**config.mk**
```make
export PLATFORM = sky130hd
export DESIGN_NAME = pipe_sel_mux
export DESIGN_NICKNAME = d
export VERILOG_FILES = /design/src/rtl/pipe_sel_mux.sv
export SDC_FILE = /design/constraint.sdc
export NUM_CORES = 1
export LEC_CHECK = 0
export ABC_AREA = 1
export CAP_MARGIN = 20
export CORE_UTILIZATION = 43
export CTS_CLUSTER_SIZE = 10
export DETAILED_ROUTE_END_ITERATION = 7
export GPL_TIMING_DRIVEN = 0
export HOLD_SLACK_MARGIN = 0.12
export PLACE_DENSITY = 0.83
export SLEW_MARGIN = 15
export SYNTH_ARGS = -nofsm -noshare
export SYNTH_HDL_FRONTEND = slang
export SYNTH_SLANG_ARGS = --single-unit
```
**constraint.sdc**
```tcl
create_clock -name clk -period 1.55 [get_ports clk]
set_clock_uncertainty 0.1 [all_clocks]
set_input_delay 0.155 -clock clk [delete_from_list [all_inputs] [get_ports clk]]
set_output_delay 0.155 -clock clk [all_outputs]
set_load 0.02 [all_outputs]
```
**src/rtl/pipe_sel_mux.sv**
```systemverilog
// Registered N-way operand select stage with valid/ready flow control.
// A 2-entry store (main + skid) keeps in_ready a pure function of state.
// A select at or beyond n_in yields an all-zero word tagged with an error bit.
module pipe_sel_mux #(
  parameter int WIDTH = 32,
  parameter int N_IN  = 3,
  parameter int SEL_W = 2
) (
  input  logic                  clk,
  input  logic                  reset,
  input  logic [N_IN*WIDTH-1:0] in_bus,
  input  logic [SEL_W-1:0]      sel,
  input  logic                  in_valid,
  output logic                  in_ready,
  input  logic                  flush,
  output logic [WIDTH-1:0]      out_data,
  output logic                  out_sel_err,
  output logic                  out_valid,
  input  logic                  out_ready
);

  // State is the (main valid, skid valid) pair.
  typedef enum logic [1:0] {
    ST_EMPTY = 2'b00,
    ST_FULL1 = 2'b10,
    ST_FULL2 = 2'b11
  } state_t;

  state_t             state_r;
  state_t             state_nx_s;
  logic [WIDTH-1:0]   main_data_r;
  logic               main_err_r;
  logic [WIDTH-1:0]   skid_data_r;
  logic               skid_err_r;
  logic [WIDTH-1:0]   sel_word_s;
  logic               sel_err_s;
  logic               accept_s;
  logic               pop_s;
  logic               load_main_s;
  logic               load_skid_s;
  logic               main_from_skid_s;

  // Both flow-control outputs decode straight from the state register.
  assign in_ready    = (state_r != ST_FULL2);
  assign out_valid   = (state_r != ST_EMPTY);
  assign out_data    = main_data_r;
  assign out_sel_err = main_err_r;

  assign accept_s = in_valid & in_ready;
  assign pop_s    = out_valid & out_ready;

  // Pick the addressed input word; out-of-range selects give zero plus error.
  always_comb begin
    sel_word_s = {WIDTH{1'b0}};
    sel_err_s  = 1'b1;
    for (int k = 0; k < N_IN; k++) begin
      if (sel == SEL_W'(k)) begin
        sel_word_s = in_bus[k*WIDTH +: WIDTH];
        sel_err_s  = 1'b0;
      end else begin
        sel_word_s = sel_word_s;
        sel_err_s  = sel_err_s;
      end
    end
  end

  // Next-state and load enables; flush squashes both entries and any accept.
  always_comb begin
    state_nx_s       = state_r;
    load_main_s      = 1'b0;
    load_skid_s      = 1'b0;
    main_from_skid_s = 1'b0;
    if (flush) begin
      state_nx_s = ST_EMPTY;
    end else begin
      case (state_r)
        ST_EMPTY: begin
          if (accept_s) begin
            state_nx_s  = ST_FULL1;
            load_main_s = 1'b1;
          end else begin
            state_nx_s = ST_EMPTY;
          end
        end
        ST_FULL1: begin
          if (accept_s && pop_s) begin
            state_nx_s  = ST_FULL1;
            load_main_s = 1'b1;
          end else if (accept_s) begin
            state_nx_s  = ST_FULL2;
            load_skid_s = 1'b1;
          end else if (pop_s) begin
            state_nx_s = ST_EMPTY;
          end else begin
            state_nx_s = ST_FULL1;
          end
        end
        ST_FULL2: begin
          if (pop_s) begin
            state_nx_s       = ST_FULL1;
            main_from_skid_s = 1'b1;
          end else begin
            state_nx_s = ST_FULL2;
          end
        end
        default: begin
          state_nx_s = ST_EMPTY;
        end
      endcase
    end
  end

  // State register; reset has top priority.
  always_ff @(posedge clk) begin
    if (reset) begin
      state_r <= ST_EMPTY;
    end else begin
      state_r <= state_nx_s;
    end
  end

  // Main entry: loads only on an accept or a skid transfer, otherwise holds.
  always_ff @(posedge clk) begin
    if (reset) begin
      main_data_r <= {WIDTH{1'b0}};
      main_err_r  <= 1'b0;
    end else if (load_main_s) begin
      main_data_r <= sel_word_s;
      main_err_r  <= sel_err_s;
    end else if (main_from_skid_s) begin
      main_data_r <= skid_data_r;
      main_err_r  <= skid_err_r;
    end else begin
      main_data_r <= main_data_r;
      main_err_r  <= main_err_r;
    end
  end

  // Skid entry: catches the word accepted while the head is stalled.
  always_ff @(posedge clk) begin
    if (reset) begin
      skid_data_r <= {WIDTH{1'b0}};
      skid_err_r  <= 1'b0;
    end else if (load_skid_s) begin
      skid_data_r <= sel_word_s;
      skid_err_r  <= sel_err_s;
    end else begin
      skid_data_r <= skid_data_r;
      skid_err_r  <= skid_err_r;
    end
  end

endmodule

```
==> results by group, run 1 <==
Run status
  • Status: complete, no violations

Route
  • Vias: ~4000
  • Post-route ant nets: 0
  • Final WL: 10700 um
  • DR WL/cell: 13.7 um
  • Initial DRC Count: 242
  • DR pass1 iterations: 5
  • Drt via density: 5.09
  • Drc violations: 0

Pwr
  • Sw frac: 27.0%
  • Psw: 1.08 mW
  • Int Pwr: 2.92 mW
  • Leak: 2.57 nW
  • Share of total power in sequential cells: between 40% and 50%
  • Clock group share of total power: 32.0%
  • Peak supply drop: 0.408 mV
  • Power per cell area: just under 800 nW/um2
  • Gate power share: 21.9%

Final layout
  • Filler Cells Inserted: ~670
  • Area growth syn-to-layout: 52.1%
  • Fin cells: ~800
  • Most common cell after layout, fill and taps aside: nand2_1
  • Finished Cell Area: 5170 um2
  • Nets: around 780
  • Antenna cells: 0
  • Most frequent cells in the layout: nand2_1, clkdlybuf4s50_1, nor2_1
  • Share of cells above drive strength 1: 8.70%
  • Final Core Density: 67.3%

Synthesis
  • Syn Area/Cell: roughly 6.5 um2
  • Cell Area, Synth: 3400 um2
  • Post-synth top area share: 40.0%
  • Share of the yosys chip area belonging to registers: 40.0%
  • Cell accounting for the most synthesized area: dfxtp_1
  • Synth top area cells: dfxtp_1, nand2_1, nor2_1, o21ai_0, nand3_1
  • Syn Nets: between 600 and 700
  • Synth unique cells: 22
  • Synth Instances: 526
  • #FFs+latches synth: 68
  • Warnings from Yosys: 0

Worst setup path
  • Top cell family by delay on the critical path: buffers and inverters
  • Reg2reg setup slack: ~0.070 ns
  • Worst-path fanout max: 2
  • Critical Path Sink Type: output pin
  • Critical path's largest stage delay: 0.61 ns
  • Crit path kind: reg2out
  • CP arrival: 1.27 ns
  • WP buf/inv: 1
  • CP cell instances: clkdlybuf4s50_1
  • CP required: 1.29 ns
  • Startpoint types: flip-flop
  • Max stage delay cell, worst path: clkdlybuf4s50_1

Clock tree
  • Clk buf depth: 2
  • Number of buffers created by CTS: 9
  • CTS tree: done
  • Clock H-tree levels: 3
  • Skew-Pair Late Insertion Delay: 0.33 ns
  • Post-CTS Hold Buffers: 0
  • Clock Pin Slew Worst Setup and Hold Paths: 0.07 ns
  • Postcts setup bufs: 0
  • CTS root buf: clkbuf_8
  • Sink Count: 68

Placed design
  • Port bufs: 137
  • Placed cells: 765
  • Detailed placement HPWL: 7850 um
  • Area after DPL: around 4900 um2
  • Gp weighted congestion: 0.833

STA
  • Final period util: 98.1%
  • Final min period: 1.52 ns
  • Fmax: 658 MHz
  • Worst-Margin Slew: 0.462 ns
  • Max-slew headroom: between 60% and 70%
  • Final hold violations: 0
  • TNS Setup: 0 ns
  • Hold slack: about 0.18 ns
  • Final Setup Violations: 0
  • Max-slew violation count: 0

Die
  • IO Count: 138
  • Die ar.: a little over 8000 um2
  • Die X: 90.9 um
  • # rows: 32
  • Core box area: 7690 um2
  • Initial core utilization: 44.3%
  • Die H: around 91 um

Global route
  • Gr ovfl total: 0
  • Largest net degree at the start of global routing: 11
  • Total Routing Usage GR: a little over a quarter
  • Initial antenna violation count: 0
  • First-pass GRT wire length: ~17000 um
  • Vias in the first global route: 3867

Hold path
  • Hold Path Class: in2reg

Run
  • MaxCap Viol Count: 0
[flip-flops by register name (all words and copies together) (netlist names)]
| signal | cells |
|---|---|
| skid_data_r | 32 |
| out_data | 32 |
| skid_err_r | 1 |
| out_sel_err | 1 |
| state_r | 2 |
[cell families after synthesis]
group / Yosys count / synth area share, %
simple gates: 310 / 38.9
compound gates: 98 / 14.4
flops: 68 / 40.0
buf+inv: 50 / 6.66
[timing repair]
item | CTS | global route
gates resized for setup | 21 | 50
gates cloned | 0 | 0
endpoints found under the setup margin | 43 | 81
pin swaps | 1 | 2
[synthesized netlist by cell type]
cell and count:
nand2_1 163, nor2_1 79, dfxtp_1 68, o21ai_0 59, nand3_1 40, a21oi_1 33, nand3b_1 21, buf_2 18
clkbuf_1 13, inv_1 11, o21ai_1 6, buf_4 4, inv_2 2, buf_1 1, clkbuf_2 1, nand2_2 1
nand3_2 1, nand4_2 1, nor2_2 1, nor2_4 1, nor3_1 1, or2_2 1
[cell type report]
class                      instances  area, um2  share of cell area (%)
timing repair buffer             137       1400                    27.0
inverter                          13       48.8                   0.943
clock buffer                      13        159                    3.07
sequential                        68       1370                    26.4
multi-input combinational        408       1850                    35.7
tap                              102        128                    2.47
buffer                            37        220                    4.26
clock inverter                     2       10.0                   0.193
[power groups by stage]
| stage | combinational, mW | clock, mW | sequential, mW |
|---|---|---|---|
| floorplan | 0.337 | 0 | 1.95 |
| global placement | 0.863 | 0 | 1.88 |
| detailed placement | 0.871 | 0 | 1.89 |
| CTS | 0.867 | 1.28 | 1.85 |
| global route | 0.959 | 1.35 | 1.85 |
| finish | 0.876 | 1.28 | 1.85 |
[final timing paths]
path | endpoint | cells after the start | from
max | out_data[24] | 1 | out_data[24]
min | state_r[0] | 4 | out_ready
max reg2reg | skid_data_r[30] | 6 | state_r[0]
min reg2reg | out_data[26] | 2 | skid_data_r[26]
[through the flow]
| stage | total power, mW | setup WS [ns] |
|---|---|---|
| 2_1_floorplan | 2.29 | 0.231 |
| 3_3_place_gp | 2.75 | -0.393 |
| 3_5_place_dp | 2.76 | -0.414 |
| 4_1_cts | 3.99 | 0.00167 |
| 5_1_grt | 4.16 | -0.0544 |
| 6_report | 4.00 | 0.0299 |
[routing by layer]
layer	vias up	share of wire, %	track usage, %
met5	-	0	0
met4	0	2.2	13.2
met3	20	7.9	5.44
met2	174	50	45.8
met1	1777	40	30.4
li1	2003	-	-
Power figures use the tool's default switching activity.
==> run 2: changes to the inputs <==
Settings changed: CORE_UTILIZATION 43 to 47, HOLD_SLACK_MARGIN 0.12 to unset, PLACE_DENSITY 0.83 to 0.89.
Clock period 1.55 ns to 1.9 ns, I/O delays scaled along.
==> run 2 against run 1 <==
Against the previous run: global-route usage is 3.9 points higher; sequential power is 18% lower; non-clock buffer count did not move; total power is 20% lower; via count rose by 3.1%; largest power group unchanged; highest routed layer unchanged.
==> results by group, run 2 (same netlist as run 1, synthesis figures left out) <==
Global route
  • Initial antenna violation count: 0
  • Total Routing Usage GR: a little under a third
  • Largest net degree at the start of global routing: 11
  • Vias in the first global route: approximately 3900
  • First-pass GRT wire length: approximately 18000 um
  • Gr ovfl total: 0

Die
  • Initial core utilization: 49.3%
  • IO Count: about 140
  • Die H: 87.1 um
  • Die ar.: 7580 um2
  • Core box area: 6910 um2
  • Die X: 87.1 um
  • # rows: 30

Clock tree
  • Post-CTS Hold Buffers: 0
  • Skew-Pair Late Insertion Delay: roughly 0.33 ns
  • Clock H-tree levels: 3
  • CTS root buf: clkbuf_8
  • Number of buffers created by CTS: 9
  • Postcts setup bufs: 0
  • Sink Count: 68
  • CTS tree: done
  • Clock Pin Slew Worst Setup and Hold Paths: 0.06 ns
  • Number of gates resized after CTS: 0
  • Clk buf depth: 2

Worst setup path
  • Critical Path Sink Type: output pin
  • Top cell family by delay on the critical path: buffers and inverters
  • WP buf/inv: 1
  • Worst-path fanout max: 5
  • CP arrival: 1.52 ns
  • Critical path's largest stage delay: 0.54 ns
  • Startpoint types: flip-flop
  • Max stage delay cell, worst path: clkdlybuf4s50_1
  • CP cell instances: or2_2 > clkdlybuf4s50_1
  • Crit path kind: reg2out
  • CP required: 1.61 ns

Placed design
  • Gp weighted congestion: 0.845
  • DP Worst Slack: -0.108 ns
  • Port bufs: 137
  • Detailed placement HPWL: 8310 um

STA
  • RSZ-0062 raised after global routing: false
  • Fmax: between 500 and 600 MHz
  • Final hold violations: 0
  • Max-slew headroom: 64.1%
  • Final min period: 1.81 ns
  • Worst-Margin Slew: 0.538 ns
  • Max-slew violation count: 0
  • Final Setup Violations: 0
  • Final period util: between 90% and 100%
  • Setup WS post-layout: 0.0892 ns

Final layout
  • Area growth syn-to-layout: 48.1%
  • Final Core Density: 73.0%
  • Antenna cells: 0
  • Most common cell after layout, fill and taps aside: nand2_1
  • Most frequent cells in the layout: nand2_1, clkdlybuf4s50_1, nor2_1
  • Share of cells above drive strength 1: 6.07%
  • Nets: 777

Run status
  • Status: complete, no violations

Route
  • Post-route ant nets: 0
  • Vias: just over 4000
  • DR pass1 iterations: 5
  • Initial DRC Count: 293
  • DR WL/cell: 14.5 um
  • Final WL: between 10000 and 15000 um
  • Drt via density: 5.32
  • Drc violations: 0

Run
  • MaxCap Viol Count: 0

Pwr
  • Leak: 2.20 nW
  • Peak supply drop: approximately 0.36 mV
  • Power per cell area: between 600 and 700 nW/um2

Hold path
  • Hold Path Class: reg2reg
-- run 2: changes by cell type in the layout (fill, tap and decap cells not counted), sizes merged --
cell           change
clkdlybuf4s50     +31
dlymetal6s2s      -18
clkbuf             -7
dlygate4sd2       -12
buf                +5
clkinv             -2
-- run 2: layout make-up --
class,count,area (um2)
plain buffers,37,178
fillers,579,1870
multi-input cells,408,1810
repair buffers,137,1370
flip-flops and latches,68,1360
well taps,96,120
clock buffers,12,145
inverters,13,48.8
-- run 2: worst register-to-register path, delay by kind of cell (launching register included) --
kind	cells	cell delay, ns
AO/OA/AOI/OAI	1	0.18
flip-flops	1	0.35
buffers and inverters	1	0.40
AND/OR/NAND/NOR	4	0.58
-- run 2: path summary, 6_finish.rpt --
kind	cells past startpoint	from	slack (ns)	to
worst max-delay path	2	state_r[1]	0.09	out_valid
worst min-delay path	2	skid_data_r[15]	0.40	out_data[15]
worst max register to register	6	state_r[0]	0.23	skid_data_r[12]
worst min register to register	2	skid_data_r[15]	0.40	out_data[15]
-- run 2: where the power goes --
| part | switching, mW | leakage [nW] | internal [mW] |
|---|---|---|---|
| clock | 0.478 | 0.0743 | 0.482 |
| sequential | 0.0285 | 0.554 | 1.48 |
| combinational | 0.348 | 1.57 | 0.379 |
-- run 2: per-layer routing --
| metal | GRT usage (%) | share of wire [%] | routed length, um | vias to the layer above |
|---|---|---|---|---|
| met1 | 34.2 | 38 | 4230 | 1834 |
| met5 | 0 | 0 | 0 | - |
| met4 | 11.5 | 2.3 | 255 | 0 |
| met3 | 7.39 | 10 | 1130 | 31 |
| li1 | - | - | - | 2007 |
| met2 | 54.2 | 50 | 5550 | 226 |
-- run 2: per-stage QoR --
stage | instances | TNS (ns) | instance area [um2] | power, mW | hold WS, ns
after floorplan | 526 | 0 | 3400 | 1.87 | 0.246
after global placement | 759 | -2.09 | 4890 | 2.24 | 0.373
after detailed placement | 759 | -2.22 | 4890 | 2.26 | 0.385
after CTS | 771 | 0 | 5040 | 3.19 | 0.397
after global routing | 771 | 0 | 5040 | 3.33 | 0.437
final | 771 | 0 | 5040 | 3.20 | 0.400
